$ cat src/rtl/alu_uart_core_if.sv
// Request/result bundle between the chip top and alu_uart_core.
interface alu_uart_core_if #(
    parameter int unsigned DATA_W = 8
);
    localparam int unsigned RES_W = 2 * DATA_W;

    logic              start;
    logic [DATA_W-1:0] a;
    logic [DATA_W-1:0] b;
    logic [2:0]        opcode;
    logic              tx_en;
    logic [RES_W-1:0]  result;
    logic              err;
    logic              busy;
    logic              done;
    logic              tx;

    modport master (
        output start, a, b, opcode, tx_en,
        input  result, err, busy, done, tx
    );

    modport slave (
        input  start, a, b, opcode, tx_en,
        output result, err, busy, done, tx
    );
endinterface

$ cat src/rtl/alu_uart_core.sv
// ALU core: start-qualified operation, registered result, optional
// LSB-byte-first 8N1 serialisation of the result.
module alu_uart_core #(
    parameter int unsigned DATA_W  = 8,
    parameter int unsigned CLK_DIV = 16
) (
    input logic           clock,
    input logic           reset,
    alu_uart_core_if.slave bus
);
    localparam int unsigned RES_W  = 2 * DATA_W;
    localparam int unsigned NBYTES = RES_W / 8;
    localparam int unsigned CNT_W  = $clog2(CLK_DIV);
    localparam int unsigned BYTE_W = (NBYTES > 1) ? $clog2(NBYTES) : 1;

    typedef enum logic [1:0] {
        IDLE = 2'd0,
        EXEC = 2'd1,
        SEND = 2'd2,
        DONE = 2'd3
    } state_t;

    state_t            state;
    logic [DATA_W-1:0] a_q;
    logic [DATA_W-1:0] b_q;
    logic [2:0]        op_q;
    logic              tx_en_q;
    logic [RES_W-1:0]  shreg;
    logic [CNT_W-1:0]  div_cnt;
    logic [3:0]        bit_idx;
    logic [BYTE_W-1:0] byte_idx;

    logic [RES_W-1:0]  alu_res;
    logic              alu_err;
    logic [RES_W-1:0]  a_x;
    logic [RES_W-1:0]  b_x;
    logic [DATA_W-1:0] shamt;

    // ALU datapath on the latched operands
    always_comb begin
        alu_res = '0;
        alu_err = 1'b0;
        a_x     = RES_W'(a_q);
        b_x     = RES_W'(b_q);
        shamt   = DATA_W'(b_q % DATA_W);
        case (op_q)
            3'b000: alu_res = a_x + b_x;
            3'b001: alu_res = a_x - b_x;
            3'b010: alu_res = a_x * b_x;
            3'b011: alu_res = a_x & b_x;
            3'b100: alu_res = a_x | b_x;
            3'b101: alu_res = a_x ^ b_x;
            3'b110: alu_res = a_x << shamt;
            default: begin
                if (b_q == '0) begin
                    alu_res = {a_q, {DATA_W{1'b1}}};
                    alu_err = 1'b1;
                end else begin
                    alu_res = {a_q % b_q, a_q / b_q};
                end
            end
        endcase
    end

    // Control FSM, UART shifter and registered outputs
    always_ff @(posedge clock) begin
        if (reset) begin
            state      <= IDLE;
            a_q        <= '0;
            b_q        <= '0;
            op_q       <= '0;
            tx_en_q    <= 1'b0;
            shreg      <= '0;
            div_cnt    <= '0;
            bit_idx    <= '0;
            byte_idx   <= '0;
            bus.result <= '0;
            bus.err    <= 1'b0;
            bus.busy   <= 1'b0;
            bus.done   <= 1'b0;
            bus.tx     <= 1'b1;
        end else begin
            case (state)
                IDLE: begin
                    bus.done <= 1'b0;
                    bus.tx   <= 1'b1;
                    if (bus.start) begin
                        a_q      <= bus.a;
                        b_q      <= bus.b;
                        op_q     <= bus.opcode;
                        tx_en_q  <= bus.tx_en;
                        bus.busy <= 1'b1;
                        state    <= EXEC;
                    end
                end
                EXEC: begin
                    bus.result <= alu_res;
                    bus.err    <= alu_err;
                    if (tx_en_q) begin
                        shreg    <= alu_res;
                        div_cnt  <= '0;
                        bit_idx  <= '0;
                        byte_idx <= '0;
                        bus.tx   <= 1'b0;
                        state    <= SEND;
                    end else begin
                        state <= DONE;
                    end
                end
                SEND: begin
                    if (div_cnt == CNT_W'(CLK_DIV - 1)) begin
                        div_cnt <= '0;
                        if (bit_idx == 4'd9) begin
                            if (byte_idx == BYTE_W'(NBYTES - 1)) begin
                                // Last stop bit finished: pulse done right away
                                bus.tx   <= 1'b1;
                                bus.busy <= 1'b0;
                                bus.done <= 1'b1;
                                state    <= DONE;
                            end else begin
                                byte_idx <= byte_idx + 1'b1;
                                bit_idx  <= '0;
                                shreg    <= shreg >> 8;
                                bus.tx   <= 1'b0;
                            end
                        end else begin
                            bit_idx <= bit_idx + 1'b1;
                            if (bit_idx == 4'd8) begin
                                bus.tx <= 1'b1;
                            end else begin
                                bus.tx <= shreg[bit_idx[2:0]];
                            end
                        end
                    end else begin
                        div_cnt <= div_cnt + 1'b1;
                    end
                end
                default: begin
                    // DONE: local path enters with done low and pulses one cycle later
                    if (bus.done) begin
                        bus.done <= 1'b0;
                        state    <= IDLE;
                    end else begin
                        bus.done <= 1'b1;
                        bus.busy <= 1'b0;
                    end
                end
            endcase
        end
    end
endmodule
$ cat src/flat_wrapper.sv
// flat-port wrapper written by rule: the top's interface ports become plain ports
module alu_uart_core_flat 
#(
    parameter int unsigned DATA_W  = 8,
    parameter int unsigned CLK_DIV = 16
)
  (clock, reset, bus_start, bus_a, bus_b, bus_opcode, bus_tx_en, bus_result, bus_err, bus_busy, bus_done, bus_tx);
  alu_uart_core_if #(.DATA_W(DATA_W)) bus_i ();
  input logic clock;
  input logic reset;
  input wire logic [$bits(bus_i.start)-1:0] bus_start;
  input wire logic [$bits(bus_i.a)-1:0] bus_a;
  input wire logic [$bits(bus_i.b)-1:0] bus_b;
  input wire logic [$bits(bus_i.opcode)-1:0] bus_opcode;
  input wire logic [$bits(bus_i.tx_en)-1:0] bus_tx_en;
  output wire logic [$bits(bus_i.result)-1:0] bus_result;
  output wire logic [$bits(bus_i.err)-1:0] bus_err;
  output wire logic [$bits(bus_i.busy)-1:0] bus_busy;
  output wire logic [$bits(bus_i.done)-1:0] bus_done;
  output wire logic [$bits(bus_i.tx)-1:0] bus_tx;
  assign bus_i.start = bus_start;
  assign bus_i.a = bus_a;
  assign bus_i.b = bus_b;
  assign bus_i.opcode = bus_opcode;
  assign bus_i.tx_en = bus_tx_en;
  assign bus_result = bus_i.result;
  assign bus_err = bus_i.err;
  assign bus_busy = bus_i.busy;
  assign bus_done = bus_i.done;
  assign bus_tx = bus_i.tx;
  alu_uart_core #(.DATA_W(DATA_W), .CLK_DIV(CLK_DIV)) u_core (.clock(clock), .reset(reset), .bus(bus_i));
endmodule
$ cat config.mk
export PLATFORM = sky130hd
export DESIGN_NAME = alu_uart_core_flat
export DESIGN_NICKNAME = d
export VERILOG_FILES = /design/src/rtl/alu_uart_core_if.sv /design/src/rtl/alu_uart_core.sv /design/src/flat_wrapper.sv
export SDC_FILE = /design/constraint.sdc
export NUM_CORES = 1
export LEC_CHECK = 0
export CAP_MARGIN = 20
export CORE_UTILIZATION = 60
export DETAILED_ROUTE_END_ITERATION = 7
export GPL_TIMING_DRIVEN = 0
export PLACE_DENSITY_LB_ADDON = 0.05
export REMOVE_ABC_BUFFERS = 1
export SETUP_SLACK_MARGIN = 0.02
export SLEW_MARGIN = 0
export SYNTH_ARGS = -nofsm -noshare
export SYNTH_HDL_FRONTEND = slang
export SYNTH_SLANG_ARGS = --single-unit
$ cat constraint.sdc
create_clock -name clock -period 13.19 [get_ports clock]
set_input_delay 1.9785 -clock clock [delete_from_list [all_inputs] [get_ports clock]]
set_output_delay 1.9785 -clock clock [all_outputs]
set_load 0.05 [all_outputs]
==> implementation parameters <==
Parameter                              Value

Timing
  Hold Vio Cnt, Final    0
  Worst Tran Pin Value    1040 ps
  Clock Skew    7.11 ps
  Maximum clock rate    0.0807 GHz
  Endpoints failing setup    0
  Worst rel slew slack    30.6%
  Shortest period the worst path allows    12390 ps
  Max-slew violation count    0
  RSZ-0062 raised after global routing    false
  Post-route fraction of the period consumed by the critical path    93.9%

Hold path
  Hold Crit Depth    2
  Type of the worst min-delay path    flip-flop to flip-flop

Floorplan
  DIE AREA    14700 sq um
  Effective utilization at floorplan    61.6%
  Die height    121 microns
  I/O Pins    43
  Die width    121 microns
  Area of the core    13900 sq um
  Core Rows    43

Setup path
  Slowest stage cell, crit path    sky130_fd_sc_hd__or4_4
  Slowest Stage Delay on Critical Path    680 ps
  Library cell appearing most often on the critical path    sky130_fd_sc_hd__ha_1
  Data arrival, critical path    12550 ps
  Crit path required time    13360 ps
  Type of element launching the critical path    flip-flop
  Path type of the worst setup path    flip-flop to flip-flop
  Path depth of the worst reg2reg path    45
  Endpoint type of the worst setup path    flip-flop
  Critical path fanouts, max    11

Synthesis
  Area share of the largest cell type after synthesis    15.7%
  Instance count of the mapped netlist    1110
  Synthesized area divided by synthesized cell count    7.70 sq um
  Top area cells in the synthesized netlist    sky130_fd_sc_hd__dfxtp_1, sky130_fd_sc_hd__ha_1, sky130_fd_sc_hd__fa_1
  Number of synthesized flops with an enable pin    0
  Largest area contributor in the synthesized netlist    sky130_fd_sc_hd__dfxtp_1
  Synth unique cells    80
  Post-synthesis sequential element count    67
  Ys flop type    sky130_fd_sc_hd__dfxtp_1
  Yosys warnings    0
  Post-synthesis instance area    8540 sq um
  Fraction of the yosys area taken by sequential cells    15.7%
  Share of synthesized registers carrying an async set or reset    0%

Clocking
  CTS H-tree depth    3
  Number of buffers on the longest clock path    2
  Clock tree sinks    67
  CTS buffer count    9
  Clock tree from TritonCTS    built
  Clock transition at the registers of the reported paths    50 ps
  Source-to-sink clock delay at the later pin of the worst-skew pair    330 ps
  Hold buffer count at CTS    0
  Buffer cell driving the clock tree root    sky130_fd_sc_hd__clkbuf_16

Global routing
  Number of global-route vias before repair    7688
  Global-route wire length before repair    40100 microns
  Number of antenna violations at the first check in global routing    0
  Total global routing overflow    0
  Maximum number of pins on one net before global-route repair    47
  Combined global-route utilization of all metal layers    35.4%

Place
  Half-perimeter wire length after detailed placement    18600 microns
  Cells after DPL    1276
  Input/output buffers    42
  Final weighted congestion in routability-driven placement    0.991

Route
  1st-pass router iterations    6
  Post-Route WL    25200 microns
  Starting DRT DRC Count    869
  Detailed-route wire length per cell    19.4 microns
  Residual DRC count    0
  Post-route antenna net violation count    0
  Count of vias placed by the detailed router    8235
  Mean number of vias per cell    6.33

Layout
  Share of final-layout standard cells stronger than drive strength 1    8.21%
  Count of antenna diodes in the layout    0
  Final Non-Filler Cells    1300
  Most frequent cells in the layout    sky130_fd_sc_hd__nand2_1, sky130_fd_sc_hd__ha_1, sky130_fd_sc_hd__nor2_1, sky130_fd_sc_hd__inv_1, sky130_fd_sc_hd__a21oi_1
  Post-synthesis to final-layout area growth    10.6%
  Most frequent standard cell in the layout excluding fill and tap cells    sky130_fd_sc_hd__nand2_1
  Post-layout net count    1284

Status
  Status    finished clean

Flow run
  Maximum Capacitance Violations    0
## flip-flops by register name, summed over array words and instances, names as in the netlist
| name | cells |
|---|---|
| u_core.bus.tx | 1 |
| u_core.bus.done | 1 |
| u_core.b_q | 8 |
| u_core.tx_en_q | 1 |
| u_core.bus.err | 1 |
| u_core.byte_idx | 1 |
| u_core.div_cnt | 4 |
| u_core.bit_idx | 4 |
| u_core.bus.busy | 1 |
| u_core.state | 2 |
| u_core.bus.result | 16 |
| u_core.op_q | 3 |
| u_core.shreg | 16 |
| u_core.a_q | 8 |
## per-stage QoR
step | cell area, sq um | util, % | setup TNS, ps | hold WS (ps) | setup slack (ps)
after CTS | 9300 | 67.0 | 0 | 453 | 99.7
final | 9450 | 68.1 | 0 | 452 | 804
after floorplan | 8300 | - | 0 | 424 | 1620
after detailed placement | 8970 | 64.6 | -9490 | 442 | -808
after global placement | 8950 | 64.4 | -11020 | 434 | -879
after global routing | 9450 | 68.1 | 0 | 476 | 46.9
## path summary, 6_finish.rpt
path / from / endpoint / slack, ps
setup / recovery: u_core.b_q[4] / u_core.bus.result[15] / 800
hold / removal: u_core.shreg[12] / u_core.shreg[12] / 450
setup reg to reg: u_core.b_q[4] / u_core.bus.result[15] / 800
hold reg to reg: u_core.shreg[12] / u_core.shreg[12] / 450
## final cells by class
class | instances | area [sq um]
Multi-Input combinational cell | 887 | 6690
Fill cell | 1211 | 4430
Sequential cell | 67 | 1350
Timing Repair Buffer | 52 | 503
Inverter | 99 | 377
Clock buffer | 13 | 250
Tap cell | 180 | 225
Clock inverter | 2 | 60.1
## Yosys cell counts, drive strengths merged, types with 10 or more instances
cell type	n
o21a	17
clkbuf	48
nand3	15
mux2	11
nand2	134
nor2	102
nor2b	12
dfxtp	67
nand2b	11
mux2i	19
fa	39
a211oi	19
o21ai	59
and2	10
xnor2	15
o211ai	15
xor2	11
a21o	14
a21oi	89
ha	106
buf	10
nor3	36
inv	96
## per-layer routing
metal,global-route usage [%],up-vias,wire (microns)
li1,-,3935,-
met1,47.8,3848,11000
met2,54.9,368,11200
met3,6.77,84,2130
met4,15.0,0,967
met5,0,-,0
## worst max-delay path, delay by kind of cell, from the launching register on
| kind | cells | cell delay [ps] |
|---|---|---|
| compound gates | 22 | 4520 |
| simple gates | 10 | 3280 |
| fa+ha+maj | 7 | 2300 |
| mux | 4 | 1380 |
| flops | 1 | 430 |
| buf+inv | 2 | 280 |
## what timing repair did
item / CTS / global route
pin swaps: 0 / 2
endpoints found under the setup margin: 18 / 18
buffers inserted: 0 / 8
gates cloned: 0 / 1
resized for setup: 8 / 23
## cell families (layout without fill, tap and decap cells)
logic type | after synthesis | in the layout | synth area share [%]
DFF | 67 | 67 | 15.7
xor gates and xnor gates | 26 | 26 | 2.67
and+or+nand+nor | 368 | 368 | 19.8
muxes | 36 | 36 | 5.30
AOI/OAI and AO/OA | 311 | 312 | 24.6
adders and majority gates | 145 | 145 | 24.7
buffers and inverters | 157 | 166 | 7.20
Power is left out: the tool's default activity adds up to more than one toggle a clock period on the data nets, which glitch-free logic cannot reach.
